**src/rtl/wb_xbar_rr_if.sv**
```systemverilog
// Flattened Wishbone classic bundle for `count` ports; port i occupies slice i of every vector.
interface wb_xbar_rr_if #(
  parameter int count      = 2,
  parameter int addr_width = 32,
  parameter int data_width = 32
);
  localparam int sel_width = data_width / 8;

  logic [count*addr_width-1:0] adr;
  logic [count*data_width-1:0] datwr;
  logic [count-1:0]            we;
  logic [count-1:0]            stb;
  logic [count-1:0]            cyc;
  logic [count*sel_width-1:0]  sel;
  logic [count*data_width-1:0] datrd;
  logic [count-1:0]            ack;

  modport master (output adr, datwr, we, stb, cyc, sel, input datrd, ack);
  modport slave  (input adr, datwr, we, stb, cyc, sel, output datrd, ack);
endinterface

```
**src/rtl/wb_xbar_rr.sv**
```systemverilog
// N-master x M-slave Wishbone classic crossbar: address decode, per-slave round-robin
// arbitration locked for the whole bus cycle, and a default responder for unmapped accesses.
module wb_xbar_rr #(
  parameter int master_count = 2,
  parameter int slave_count  = 2,
  parameter int addr_width   = 32,
  parameter int data_width   = 32,
  parameter logic [slave_count*addr_width-1:0] slave_base = '0,
  parameter logic [slave_count*addr_width-1:0] slave_mask = '1
) (
  input logic          clock,
  input logic          reset,
  wb_xbar_rr_if.slave  mst_bus,
  wb_xbar_rr_if.master slv_bus
);
  localparam int sel_width = data_width / 8;
  localparam int idx_width = (master_count > 1) ? $clog2(master_count) : 1;

  typedef enum logic {IDLE, BUSY} arb_state_e;

  arb_state_e              state_q     [slave_count];
  arb_state_e              state_d     [slave_count];
  logic [idx_width-1:0]    grant_idx_q [slave_count];
  logic [idx_width-1:0]    grant_idx_d [slave_count];
  logic [idx_width-1:0]    rr_ptr_q    [slave_count];
  logic [idx_width-1:0]    rr_ptr_d    [slave_count];
  logic [master_count-1:0] dflt_ack_q;
  logic [master_count-1:0] dflt_ack_d;

  logic [master_count-1:0] hit [slave_count];
  logic [master_count-1:0] req [slave_count];
  logic [master_count-1:0] claimed;
  logic [master_count-1:0] locked;
  logic [master_count-1:0] unmapped;

  // Lowest-index slave wins on overlap; an owning master is never re-decoded mid-cycle.
  always_comb begin
    claimed = '0;
    locked  = '0;
    for (int s = 0; s < slave_count; s++) begin
      hit[s] = '0;
      for (int m = 0; m < master_count; m++) begin
        if (!claimed[m] &&
            ((mst_bus.adr[m*addr_width +: addr_width] & slave_mask[s*addr_width +: addr_width])
             == slave_base[s*addr_width +: addr_width])) begin
          hit[s][m]  = 1'b1;
          claimed[m] = 1'b1;
        end
      end
      if (state_q[s] == BUSY) locked[grant_idx_q[s]] = 1'b1;
    end
    for (int s = 0; s < slave_count; s++) req[s] = mst_bus.cyc & hit[s] & ~locked;
    unmapped = ~claimed & ~locked;
  end

  always_comb begin
    for (int s = 0; s < slave_count; s++) begin
      state_d[s]     = state_q[s];
      grant_idx_d[s] = grant_idx_q[s];
      rr_ptr_d[s]    = rr_ptr_q[s];
      if (state_q[s] == IDLE || !mst_bus.cyc[grant_idx_q[s]]) begin
        if (state_q[s] == BUSY)
          rr_ptr_d[s] = idx_width'((int'(grant_idx_q[s]) + 1) % master_count);
        state_d[s] = IDLE;
        // Scan downwards so the requester closest to rr_ptr is the last (winning) assignment.
        for (int k = master_count - 1; k >= 0; k--) begin
          if (req[s][(int'(rr_ptr_d[s]) + k) % master_count]) begin
            state_d[s]     = BUSY;
            grant_idx_d[s] = idx_width'((int'(rr_ptr_d[s]) + k) % master_count);
          end
        end
      end
    end
  end

  // One-cycle ack per unmapped strobe; the ack clears itself so the next strobe is re-armed.
  assign dflt_ack_d = mst_bus.cyc & mst_bus.stb & unmapped & ~dflt_ack_q;

  always_ff @(posedge clock) begin
    if (!reset) begin
      for (int s = 0; s < slave_count; s++) begin
        state_q[s]     <= IDLE;
        grant_idx_q[s] <= '0;
        rr_ptr_q[s]    <= '0;
      end
      dflt_ack_q <= '0;
    end else begin
      for (int s = 0; s < slave_count; s++) begin
        state_q[s]     <= state_d[s];
        grant_idx_q[s] <= grant_idx_d[s];
        rr_ptr_q[s]    <= rr_ptr_d[s];
      end
      dflt_ack_q <= dflt_ack_d;
    end
  end

  always_comb begin
    slv_bus.adr   = '0;
    slv_bus.datwr = '0;
    slv_bus.we    = '0;
    slv_bus.stb   = '0;
    slv_bus.cyc   = '0;
    slv_bus.sel   = '0;
    for (int s = 0; s < slave_count; s++) begin
      if (state_q[s] == BUSY) begin
        slv_bus.adr[s*addr_width +: addr_width] =
          mst_bus.adr[int'(grant_idx_q[s])*addr_width +: addr_width];
        slv_bus.datwr[s*data_width +: data_width] =
          mst_bus.datwr[int'(grant_idx_q[s])*data_width +: data_width];
        slv_bus.sel[s*sel_width +: sel_width] =
          mst_bus.sel[int'(grant_idx_q[s])*sel_width +: sel_width];
        slv_bus.we[s]  = mst_bus.we[grant_idx_q[s]];
        slv_bus.cyc[s] = mst_bus.cyc[grant_idx_q[s]];
        slv_bus.stb[s] = mst_bus.cyc[grant_idx_q[s]] & mst_bus.stb[grant_idx_q[s]];
      end
    end
  end

  always_comb begin
    mst_bus.ack   = dflt_ack_q & ~locked;
    mst_bus.datrd = '0;
    for (int s = 0; s < slave_count; s++) begin
      if (state_q[s] == BUSY) begin
        mst_bus.ack[grant_idx_q[s]] = slv_bus.ack[s];
        mst_bus.datrd[int'(grant_idx_q[s])*data_width +: data_width] =
          slv_bus.datrd[s*data_width +: data_width];
      end
    end
  end
endmodule
```
**src/flat_wrapper.sv**
```systemverilog
// flat-port wrapper written by rule: the top's interface ports become plain ports
module wb_xbar_rr_flat 
#(
  parameter int master_count = 2,
  parameter int slave_count  = 2,
  parameter int addr_width   = 32,
  parameter int data_width   = 32,
  parameter logic [slave_count*addr_width-1:0] slave_base = '0,
  parameter logic [slave_count*addr_width-1:0] slave_mask = '1
)
  (clock, reset, mst_bus_adr, mst_bus_datwr, mst_bus_we, mst_bus_stb, mst_bus_cyc, mst_bus_sel, mst_bus_datrd, mst_bus_ack, slv_bus_adr, slv_bus_datwr, slv_bus_we, slv_bus_stb, slv_bus_cyc, slv_bus_sel, slv_bus_datrd, slv_bus_ack);
  wb_xbar_rr_if #(.addr_width(addr_width), .data_width(data_width)) mst_bus_i ();
  wb_xbar_rr_if #(.addr_width(addr_width), .data_width(data_width)) slv_bus_i ();
  input logic clock;
  input logic reset;
  input wire logic [$bits(mst_bus_i.adr)-1:0] mst_bus_adr;
  input wire logic [$bits(mst_bus_i.datwr)-1:0] mst_bus_datwr;
  input wire logic [$bits(mst_bus_i.we)-1:0] mst_bus_we;
  input wire logic [$bits(mst_bus_i.stb)-1:0] mst_bus_stb;
  input wire logic [$bits(mst_bus_i.cyc)-1:0] mst_bus_cyc;
  input wire logic [$bits(mst_bus_i.sel)-1:0] mst_bus_sel;
  output wire logic [$bits(mst_bus_i.datrd)-1:0] mst_bus_datrd;
  output wire logic [$bits(mst_bus_i.ack)-1:0] mst_bus_ack;
  output wire logic [$bits(slv_bus_i.adr)-1:0] slv_bus_adr;
  output wire logic [$bits(slv_bus_i.datwr)-1:0] slv_bus_datwr;
  output wire logic [$bits(slv_bus_i.we)-1:0] slv_bus_we;
  output wire logic [$bits(slv_bus_i.stb)-1:0] slv_bus_stb;
  output wire logic [$bits(slv_bus_i.cyc)-1:0] slv_bus_cyc;
  output wire logic [$bits(slv_bus_i.sel)-1:0] slv_bus_sel;
  input wire logic [$bits(slv_bus_i.datrd)-1:0] slv_bus_datrd;
  input wire logic [$bits(slv_bus_i.ack)-1:0] slv_bus_ack;
  assign mst_bus_i.adr = mst_bus_adr;
  assign mst_bus_i.datwr = mst_bus_datwr;
  assign mst_bus_i.we = mst_bus_we;
  assign mst_bus_i.stb = mst_bus_stb;
  assign mst_bus_i.cyc = mst_bus_cyc;
  assign mst_bus_i.sel = mst_bus_sel;
  assign mst_bus_datrd = mst_bus_i.datrd;
  assign mst_bus_ack = mst_bus_i.ack;
  assign slv_bus_adr = slv_bus_i.adr;
  assign slv_bus_datwr = slv_bus_i.datwr;
  assign slv_bus_we = slv_bus_i.we;
  assign slv_bus_stb = slv_bus_i.stb;
  assign slv_bus_cyc = slv_bus_i.cyc;
  assign slv_bus_sel = slv_bus_i.sel;
  assign slv_bus_i.datrd = slv_bus_datrd;
  assign slv_bus_i.ack = slv_bus_ack;
  wb_xbar_rr #(.master_count(master_count), .slave_count(slave_count), .addr_width(addr_width), .data_width(data_width), .slave_base(slave_base), .slave_mask(slave_mask)) u_core (.clock(clock), .reset(reset), .mst_bus(mst_bus_i), .slv_bus(slv_bus_i));
endmodule
```
**config.mk**
```make
export PLATFORM = sky130hd
export DESIGN_NAME = wb_xbar_rr_flat
export DESIGN_NICKNAME = d
export VERILOG_FILES = /design/src/rtl/wb_xbar_rr_if.sv /design/src/rtl/wb_xbar_rr.sv /design/src/flat_wrapper.sv
export SDC_FILE = /design/constraint.sdc
export NUM_CORES = 1
export LEC_CHECK = 0
export ABC_CLOCK_PERIOD_IN_PS = 1800
export BUFFER_PORTS_ARGS = -buffer_cell sky130_fd_sc_hd__buf_2
export CAP_MARGIN = 30
export CORE_AREA = 2 2 161 163
export CTS_CLUSTER_DIAMETER = 120
export DETAILED_ROUTE_END_ITERATION = 8
export DIE_AREA = 0 0 163 165
export SYNTH_ARGS = -nofsm -noshare
export SYNTH_HDL_FRONTEND = slang
export SYNTH_SLANG_ARGS = --single-unit
export TNS_END_PERCENT = 10
```
**constraint.sdc**
```tcl
create_clock -name clock -period 1.8 [get_ports clock]
set_clock_uncertainty 0.1 [all_clocks]
set_input_delay 0.54 -clock clock [delete_from_list [all_inputs] [get_ports clock]]
set_output_delay 0.54 -clock clock [all_outputs]
set_load 0.01 [all_outputs]
```
==> results of run 1 <==
-- cell usage after synthesis --
cell type,n,share of area
sky130_fd_sc_hd__a21oi_1,1,0.0020
sky130_fd_sc_hd__a31oi_1,1,0.0025
sky130_fd_sc_hd__and2_1,1,0.0025
sky130_fd_sc_hd__and3_1,64,0.16
sky130_fd_sc_hd__buf_2,6,0.012
sky130_fd_sc_hd__buf_4,74,0.22
sky130_fd_sc_hd__clkbuf_1,20,0.030
sky130_fd_sc_hd__conb_1,1,0.0015
sky130_fd_sc_hd__dfxtp_1,5,0.040
sky130_fd_sc_hd__inv_1,3,0.0045
sky130_fd_sc_hd__inv_2,1,0.0015
sky130_fd_sc_hd__mux2_2,2,0.0091
sky130_fd_sc_hd__mux2i_1,70,0.28
sky130_fd_sc_hd__nand2_1,5,0.0076
sky130_fd_sc_hd__nand4_1,4,0.010
sky130_fd_sc_hd__nand4b_1,1,0.0035
sky130_fd_sc_hd__nor2_1,74,0.11
sky130_fd_sc_hd__nor3_1,1,0.0020
sky130_fd_sc_hd__nor3_2,1,0.0040
sky130_fd_sc_hd__nor3b_1,1,0.0030
sky130_fd_sc_hd__nor4_1,11,0.028
sky130_fd_sc_hd__nor4_2,7,0.035
sky130_fd_sc_hd__nor4b_2,1,0.0061
sky130_fd_sc_hd__o21a_1,1,0.0030
sky130_fd_sc_hd__o21ai_0,3,0.0061
sky130_fd_sc_hd__o31a_1,1,0.0035
-- how the worst max path moves through the flow --
stage / endpoint / cells past startpoint
3_5_place_dp: u_core.grant_idx_q[0][0] / 7
2_1_floorplan: slv_bus_datwr[26] / 5
4_1_cts: slv_bus_sel[2] / 5
3_3_place_gp: u_core.grant_idx_q[0][0] / 7
5_1_grt: slv_bus_adr[2] / 5
6_report: slv_bus_adr[2] / 5
-- flip-flops by register name, indices dropped and copies added, names as in the netlist --
signal and flops:
u_core.grant_idx_q 1, u_core.rr_ptr_q 1, u_core.state_q 1, u_core.dflt_ack_q 2
-- per-stage QoR --
step | setup WS (ns) | util | cells
2_1_floorplan | 0.00625 | - | 430
3_3_place_gp | -0.299 | 0.179 | 1020
3_5_place_dp | -0.321 | 0.179 | 1020
4_1_cts | -0.248 | 0.183 | 1025
5_1_grt | -0.313 | 0.190 | 1030
6_report | -0.253 | 0.190 | 1030
-- power by group through the flow --
stage | logic, mW | clock network [mW] | registers, mW
detailed placement | 0.415 | 0 | 0.114
floorplan | 0.242 | 0 | 0.115
finish | 0.429 | 0.371 | 0.113
global route | 0.472 | 0.389 | 0.113
global placement | 0.409 | 0 | 0.114
CTS | 0.421 | 0.378 | 0.113
-- cell type report --
cell class | count | area [um2] | area share
tap | 330 | 413 | 0.0869
multi-input combinational | 321 | 2020 | 0.425
timing repair buffer | 366 | 2120 | 0.446
inverter | 4 | 15.0 | 0.00316
clock buffer | 4 | 78.8 | 0.0166
sequential | 5 | 104 | 0.0219
-- layer usage --
metal,part of all wire,up-vias,track usage
met5,0.00097,-,0
met2,0.53,237,0.151
met1,0.37,1557,0.0764
met3,0.081,13,0.0103
met4,0.022,2,0.0270
li1,-,1792,-
-- timing repair --
action	in CTS	in global routing
endpoints found under the hold margin	0	0
setup endpoints to repair	138	138
gates resized for setup	6	15
pin swaps	4	2
setup buffers	1	2
gates cloned	0	3
-- cells in the final DEF, fill, tap and decap left out, types with 4 or more instances in the layout --
master and count:
sky130_fd_sc_hd__nor4_1 8, sky130_fd_sc_hd__buf_4 39, sky130_fd_sc_hd__nand4_1 4, sky130_fd_sc_hd__clkbuf_16 6, sky130_fd_sc_hd__conb_1 71, sky130_fd_sc_hd__and3_1 64, sky130_fd_sc_hd__dfxtp_1 4, sky130_fd_sc_hd__nand2_1 5
sky130_fd_sc_hd__nor2_1 73, sky130_fd_sc_hd__buf_2 313, sky130_fd_sc_hd__nor4_2 10, sky130_fd_sc_hd__mux2i_1 65, sky130_fd_sc_hd__buf_12 4
-- cells by family (layout without fill, tap and decap cells) --
logic type / count (synthesis) / after routing
flops: 5 / 5
compound gates: 7 / 7
mux: 72 / 72
other cells: 1 / 71
buf+inv: 104 / 374
simple gates: 171 / 171
==> results.txt, run 1 <==
* Outcome: finished, violations left
* Failing checks: setup timing
- The clock net in this run drives a total of 5 sinks.
- DR vias/cell: 3.50
- Mux cell area share after synthesis: 0.292
* Vias post-DR: 3601
* Gate count after technology mapping: 360
* CTS tree: yes
- The clock passes through at most 2 buffers.
- Number of buffers created by CTS: 3
- Of the synthesized area, sequential elements account for 0.0404.
- Xor/xnor cell area share of the yosys netlist: 0
* Final critical-path setup slack: -0.253 ns
- Post-place instance area: 0.00448 mm2
* Slowest cell on the critical path: sky130_fd_sc_hd__dfxtp_4
* R2r startpoint: u_core.grant_idx_q[0][0]
- Longest individual stage delay on the worst path: 0.40 ns
* Path type of the worst setup path: flop to primary output
* Endpoint of the worst register-to-register path: u_core.state_q[0][0]
* Final net count: 911
* Die Footprint: 0.0269 mm2
* Final cycle utilization of the critical path: 1.14
- After clock tree synthesis, the clock-pin slew on the worst setup and hold paths is 0.03 ns.
* Worst endpoint required time: 1.16 ns
- Root Driver: sky130_fd_sc_hd__clkbuf_16
* Core Footprint: 0.0250 mm2
- In this run, distinct cell masters in the synthesized netlist total 26.
- Net switching share of the total power: 0.323
* Half-perimeter wire length after detailed placement: 10100 um
* Share of total power in combinational logic: 0.470
- The compound-gate portion of the synthesized area is 0.0172.
- Counting flops and latches in the post-synthesis netlist gives 5.
* Worst-case hold slack: 0.318 ns
* Proportion of power drawn by the clock network: 0.406
- Based on the critical path, the design can be clocked at up to 0.487 GHz.
- CP Max Fanout: 7
- Post-synthesis cell area: 0.00248 mm2
* DRC viols: 0
* Arrival time at the worst endpoint: 1.41 ns
- Instance count along the most critical hold path: 1
* Horiz. Die Dim: 163 um
* Number of levels the H-tree was split into: 1
- I/O pins: 418
* Die height: 165 um
- Largest family of logic cells by synthesized area: simple AND/OR/NAND/NOR gates
- Global Route Usage Sum: 0.0742
- In this run, the number of DRC markers left after iteration 0 of detailed routing was 87.
* Mean instance size in the synthesized netlist: 6.88 um2
- STA classifies the critical path endpoint as a primary output.
- Worst ir drop on vdd: 171 uV
- Type of origin of the critical path: flop
- Worst Hold Class: flop to flop
- Internal power comes to 618 uW.
- In this run the most critical hold path is launched from u_core.dflt_ack_q[1].
* Count of cells along the worst register-to-register path: 6
* Total of max-cap violations: 0
* Final Setup Violations: 137
- Reg-to-reg setup timing slack: 0.27 ns
- Summed over all layers, the global routing overflow is 0.
* Final min period: 2.05 ns
* Clock Latency Late Sink: 0.23 ns
- Walking the worst path, the cells encountered are buf_12 -> buf_4 -> mux2i_2 -> nor2_1 -> buf_2.
- Dividing total power by cell area gives a power density of 192 mW/mm2.
* Starting Density: 0.0989
- The number of global-route vias before repair was 3049.
* Fillers: 2832
- Remaining number of nets flagged by the antenna check after routing: 0
- Detailed-route wire length per cell: 12.0 um
- RD Place Congestion: 0.795
* Hold bufs inserted after CTS: 0
- In the final layout, the share of cells above drive strength 1 is 0.559.
- Final hold violation count: 0
- Buffers placed on the I/O ports in this run total 313.
* Synthesized-area fraction occupied by and/or/nand/nor cells: 0.376
- Counting both buffers and inverters, the worst setup path holds a total of 3.
- The pre-antenna-repair detailed-routing pass consisted of 4 iterations.
* Wire length of the first global-routing pass: 15500 um
- Maximum number of pins on one net before global-route repair: 71
- Hold Path Sink: u_core.dflt_ack_q[1]
- FP Rows: 58
- Fin. max-slew vios: 0
- Leak pwr: 2.78 nW
- For this block, the routed nets add up to 12300 um of wire.
- The share of total power dissipated in sequential elements is 0.123.
- Of the total synthesized cell area, the portion taken by full adders, half adders and majority gates is 0.
* Sum of negative setup slack: -18.49 ns
- RSZ-0062 raised after global routing: true
- The number of antenna violations at the first check in global routing was 1.
* Psw: 295 uW
- The most critical setup path has its startpoint at u_core.grant_idx_q[0][0].
- Power comes to 912 uW.
* Top cell family by delay on the critical path: buffers and inverters
- Post-Layout Inst Area: 0.00475 mm2
- The Yosys step of the flow raised 0 warnings.
- The number of antenna diodes in the final layout is 0.
* Area growth from synthesis to final layout: 91.9%
No activity file was read; power rests on OpenSTA's default activity.
==> inputs of run 2 (changes only) <==
--- a/config.mk
+++ b/config.mk
@@ -5,13 +5,14 @@
 export SDC_FILE = /design/constraint.sdc
 export NUM_CORES = 1
 export LEC_CHECK = 0
+export ABC_AREA = 1
 export ABC_CLOCK_PERIOD_IN_PS = 1800
 export BUFFER_PORTS_ARGS = -buffer_cell sky130_fd_sc_hd__buf_2
 export CAP_MARGIN = 30
-export CORE_AREA = 2 2 161 163
-export CTS_CLUSTER_DIAMETER = 120
+export CORE_AREA = 2 2 162 164
+export CTS_CLUSTER_DIAMETER = 200
 export DETAILED_ROUTE_END_ITERATION = 8
-export DIE_AREA = 0 0 163 165
+export DIE_AREA = 0 0 164 166
 export SYNTH_ARGS = -nofsm -noshare
 export SYNTH_HDL_FRONTEND = slang
 export SYNTH_SLANG_ARGS = --single-unit
==> results.txt, run 2 <==
* Clock Latency Late Sink: 0.23 ns
* Overall routed net length: 13200 um
- Once routing completed, OpenROAD measured the worst setup slack at -0.213 ns.
- The synthesized design contains 0 enable-type register cells.
- In this run, synthesis produced a sequential element count of 5.
- Prior to clock tree synthesis, the placed netlist has a worst setup slack of -0.105 ns.
- In this run the worst setup path begins at u_core.state_q[0][0].
* Number of distinct library cell variants in the gate-level netlist after synthesis: 24
- CTS tree: yes
* FP Rows: 59
- Setup repair after global routing could not meet its margin everywhere.
* Slowest cell on the critical path: sky130_fd_sc_hd__dfxtp_4
* Starting Density: 0.0857
* Reg-to-reg setup timing slack: 0.31 ns
- The number of antenna violations at the first check in global routing came to 0.
* Buffers added on ports: 313
* Power per unit of standard cell area: 194 mW/mm2
* Failing checks: setup timing
- In the final layout, the share of cells above drive strength 1 is 0.538.
- The share of the Yosys chip area taken by registers is 0.0456.
- Largest cells by area after synthesis: sky130_fd_sc_hd__buf_4 25%, sky130_fd_sc_hd__a22o_1 24%, sky130_fd_sc_hd__nor2_1 17%
- In the routed design, unresolved DRC markers number 0.
- CTS built an H-tree with a depth of 1.
- Type of origin of the critical path: flop
* Buffer and inverter count on the worst path: 4
* Cell repeated most along the worst path: sky130_fd_sc_hd__buf_12
- Maximum number of pins on one net before global-route repair: 33
* Outcome: finished, violations left
- Clock-pin slew was measured on the worst setup and hold paths at 0.03 ns.
- The final route contains 3521 vias.
- The max-slew violation count is 0.
- Most used cells in the layout excluding fill and tap cells: 304 x sky130_fd_sc_hd__buf_2, 87 x sky130_fd_sc_hd__nor2_1, 71 x sky130_fd_sc_hd__conb_1
- From synthesis to final layout, the design area changed by 98.6%.
* Most used DFF post-synth: sky130_fd_sc_hd__dfxtp_1
- For this run, asynchronously set or reset flops after synthesis account for 0.
- Sum of internal, switching and leakage power: 847 uW
* Maximum operating frequency: 0.497 GHz
- The cell sitting at the root of the clock tree is a sky130_fd_sc_hd__clkbuf_16.
- Post-synthesis cell area: 0.00219 mm2
* Share of the core filled with cells: 0.170
- Ranked by flip-flop count, first place goes to u_core.dflt_ack_q.
- Final net count: 921
- Each instance of the synthesized netlist takes up on average 5.79 um2.
* Sequential cell area: 105 um2
- The worst setup path is captured at a primary output.
- Worst ir drop on vdd: 243 uV
* CP cell instances: nand2_4 -> inv_2 -> buf_12 -> buf_12 -> a22o_1 -> buf_2
* Longest individual stage delay on the worst path: 0.36 ns
- Gate count after technology mapping: 379
- The layout has 2943 filler cells.
- Global Route Usage Sum: 0.0865
- CP Max Fanout: 17
- The tool flagged a number of max-cap violations equal to 0.
- After layout, the minimum clock period comes to 2.01 ns.
- Hold bufs inserted after CTS: 0
* Count of yosys warnings during synthesis: 0
- Die height: 166 um
- Drt first-iter violations: 93
* Remaining number of nets flagged by the antenna check after routing: 0
- Summed over all instances, the cell type with the most area after synthesis is sky130_fd_sc_hd__buf_4.
- In this run the most critical hold path is launched from u_core.rr_ptr_q[0][0].
- Counting every sink on the clock net gives 5.
* Die Footprint: 0.0272 mm2
- Worst Hold Class: flop to flop
- Count leader, synth: sky130_fd_sc_hd__nor2_1
- RD Place Congestion: 0.816
- In the finished design, the share of the clock period the worst path needs comes to 1.12.
- In this run the static leakage power is 2.75 nW.
- Half-perimeter wire length after detailed placement: 11600 um
- Fraction of post-synthesis cell area in the top cell type by area: 0.246
* Remaining global-route overflow: 0
* Final hold violation count: 0
- Arrival time at the worst endpoint: 1.37 ns
* Clock Tree Buf Depth: 2
* First-pass iteration count of the detailed router: 4
- By startpoint and endpoint, the worst setup path is classified as flop to primary output.
- In the final routed layout, each cell accounts on average for 12.6 um.
- Number of flip-flops under the largest register name: 2
- Sum of negative setup slack: -16.96 ns
- Leaving out fill and tap cells, the most frequent cell in the layout is sky130_fd_sc_hd__buf_2.
- TritonCTS created 3 clock buffers.
- In the routed layout, each cell is associated on average with a via count of 3.37.
* Worst endpoint required time: 1.16 ns
- The commonest cells after synthesis are 101 x sky130_fd_sc_hd__nor2_1, 72 x sky130_fd_sc_hd__buf_4, 59 x sky130_fd_sc_hd__a22o_1.
- The first global-routing pass estimated 17400 um of wire.
- Summing all multi-input logic gate instances after layout gives 0.00156 mm2.
- After routing the design area is 0.00436 mm2.
- 0 antenna diodes ended up in the layout.
- Post-place instance area: 0.00409 mm2
- From left edge to right edge, the die measures 164 um.
- In this run the standard cell core region covers 0.0256 mm2.
* R2r startpoint: u_core.state_q[0][0]
- I/O pins: 418
- Final Setup Violations: 135
- The number of global-route vias before repair came to 3145.
- Top cell family by delay on the critical path: buffers and inverters
run 2: cell count changes after synthesis, moves of 13 or more:
cell,delta
sky130_fd_sc_hd__a22o_1,+59
sky130_fd_sc_hd__and3_1,-64
sky130_fd_sc_hd__clkbuf_1,-13
sky130_fd_sc_hd__inv_1,+44
sky130_fd_sc_hd__mux2i_1,-70
sky130_fd_sc_hd__nand2_1,+27
sky130_fd_sc_hd__nor2_1,+27
run 2: logic make-up after synthesis:
group                  count (synthesis)  share of synthesized area
buffers and inverters                143                      0.387
other                                  1                    0.00171
AO/OA/AOI/OAI                         76                      0.279
flip-flops                             5                     0.0456
AND/OR/NAND/NOR                      154                      0.287
run 2: path summary, 6_finish.rpt:
kind         cells past startpoint                       end
min                              2     u_core.rr_ptr_q[0][0]
min reg2reg                      2     u_core.rr_ptr_q[0][0]
max                              6            slv_bus_adr[8]
max reg2reg                      9  u_core.grant_idx_q[0][0]
run 2: layer usage:
metal  vias up  GRT usage  wire length, um
met4         0     0.0126               59
met3         4     0.0165             1360
met5         -          0                0
met1      1519     0.0994             5100
met2       261      0.166             6680
li1       1737          -                -
run 2: metrics by stage:
| stage | hold WS (ns) | cells |
|---|---|---|
| final | 0.370 | 1045 |
| after CTS | 0.366 | 1044 |
| after global placement | 0.351 | 1036 |
| after floorplan | 0.339 | 449 |
| after global routing | 0.407 | 1045 |
| after detailed placement | 0.362 | 1036 |
run 2: report_power, final:
group	total [mW]	switching [mW]	internal [mW]	leakage, nW
sequential	0.113	0.000990	0.112	0.0419
combinational	0.365	0.203	0.162	2.67
clock	0.369	0.0750	0.294	0.0382
total	0.847	0.279	0.567	2.75
run 2: worst register-to-register path, delay by kind of cell (launching register included):
family,cells,cell delay [ns]
buf+inv,4,0.47
simple gates,3,0.23
flops,1,0.36
compound gates,2,0.21
run 2: cell type report:
class                           instances  area share
Timing Repair Buffer                  349       0.460
Clock buffer                            4      0.0181
Inverter                               51      0.0451
Tap cell                              335      0.0962
Sequential cell                         5      0.0241
Multi-Input combinational cell        301       0.357
run 2: timing repair:
action | in CTS | in global routing
gates resized for setup | 21 | 26
cloned | 1 | 0
pin swaps | 0 | 1
setup endpoints to repair | 136 | 136
buffers inserted | 3 | 1
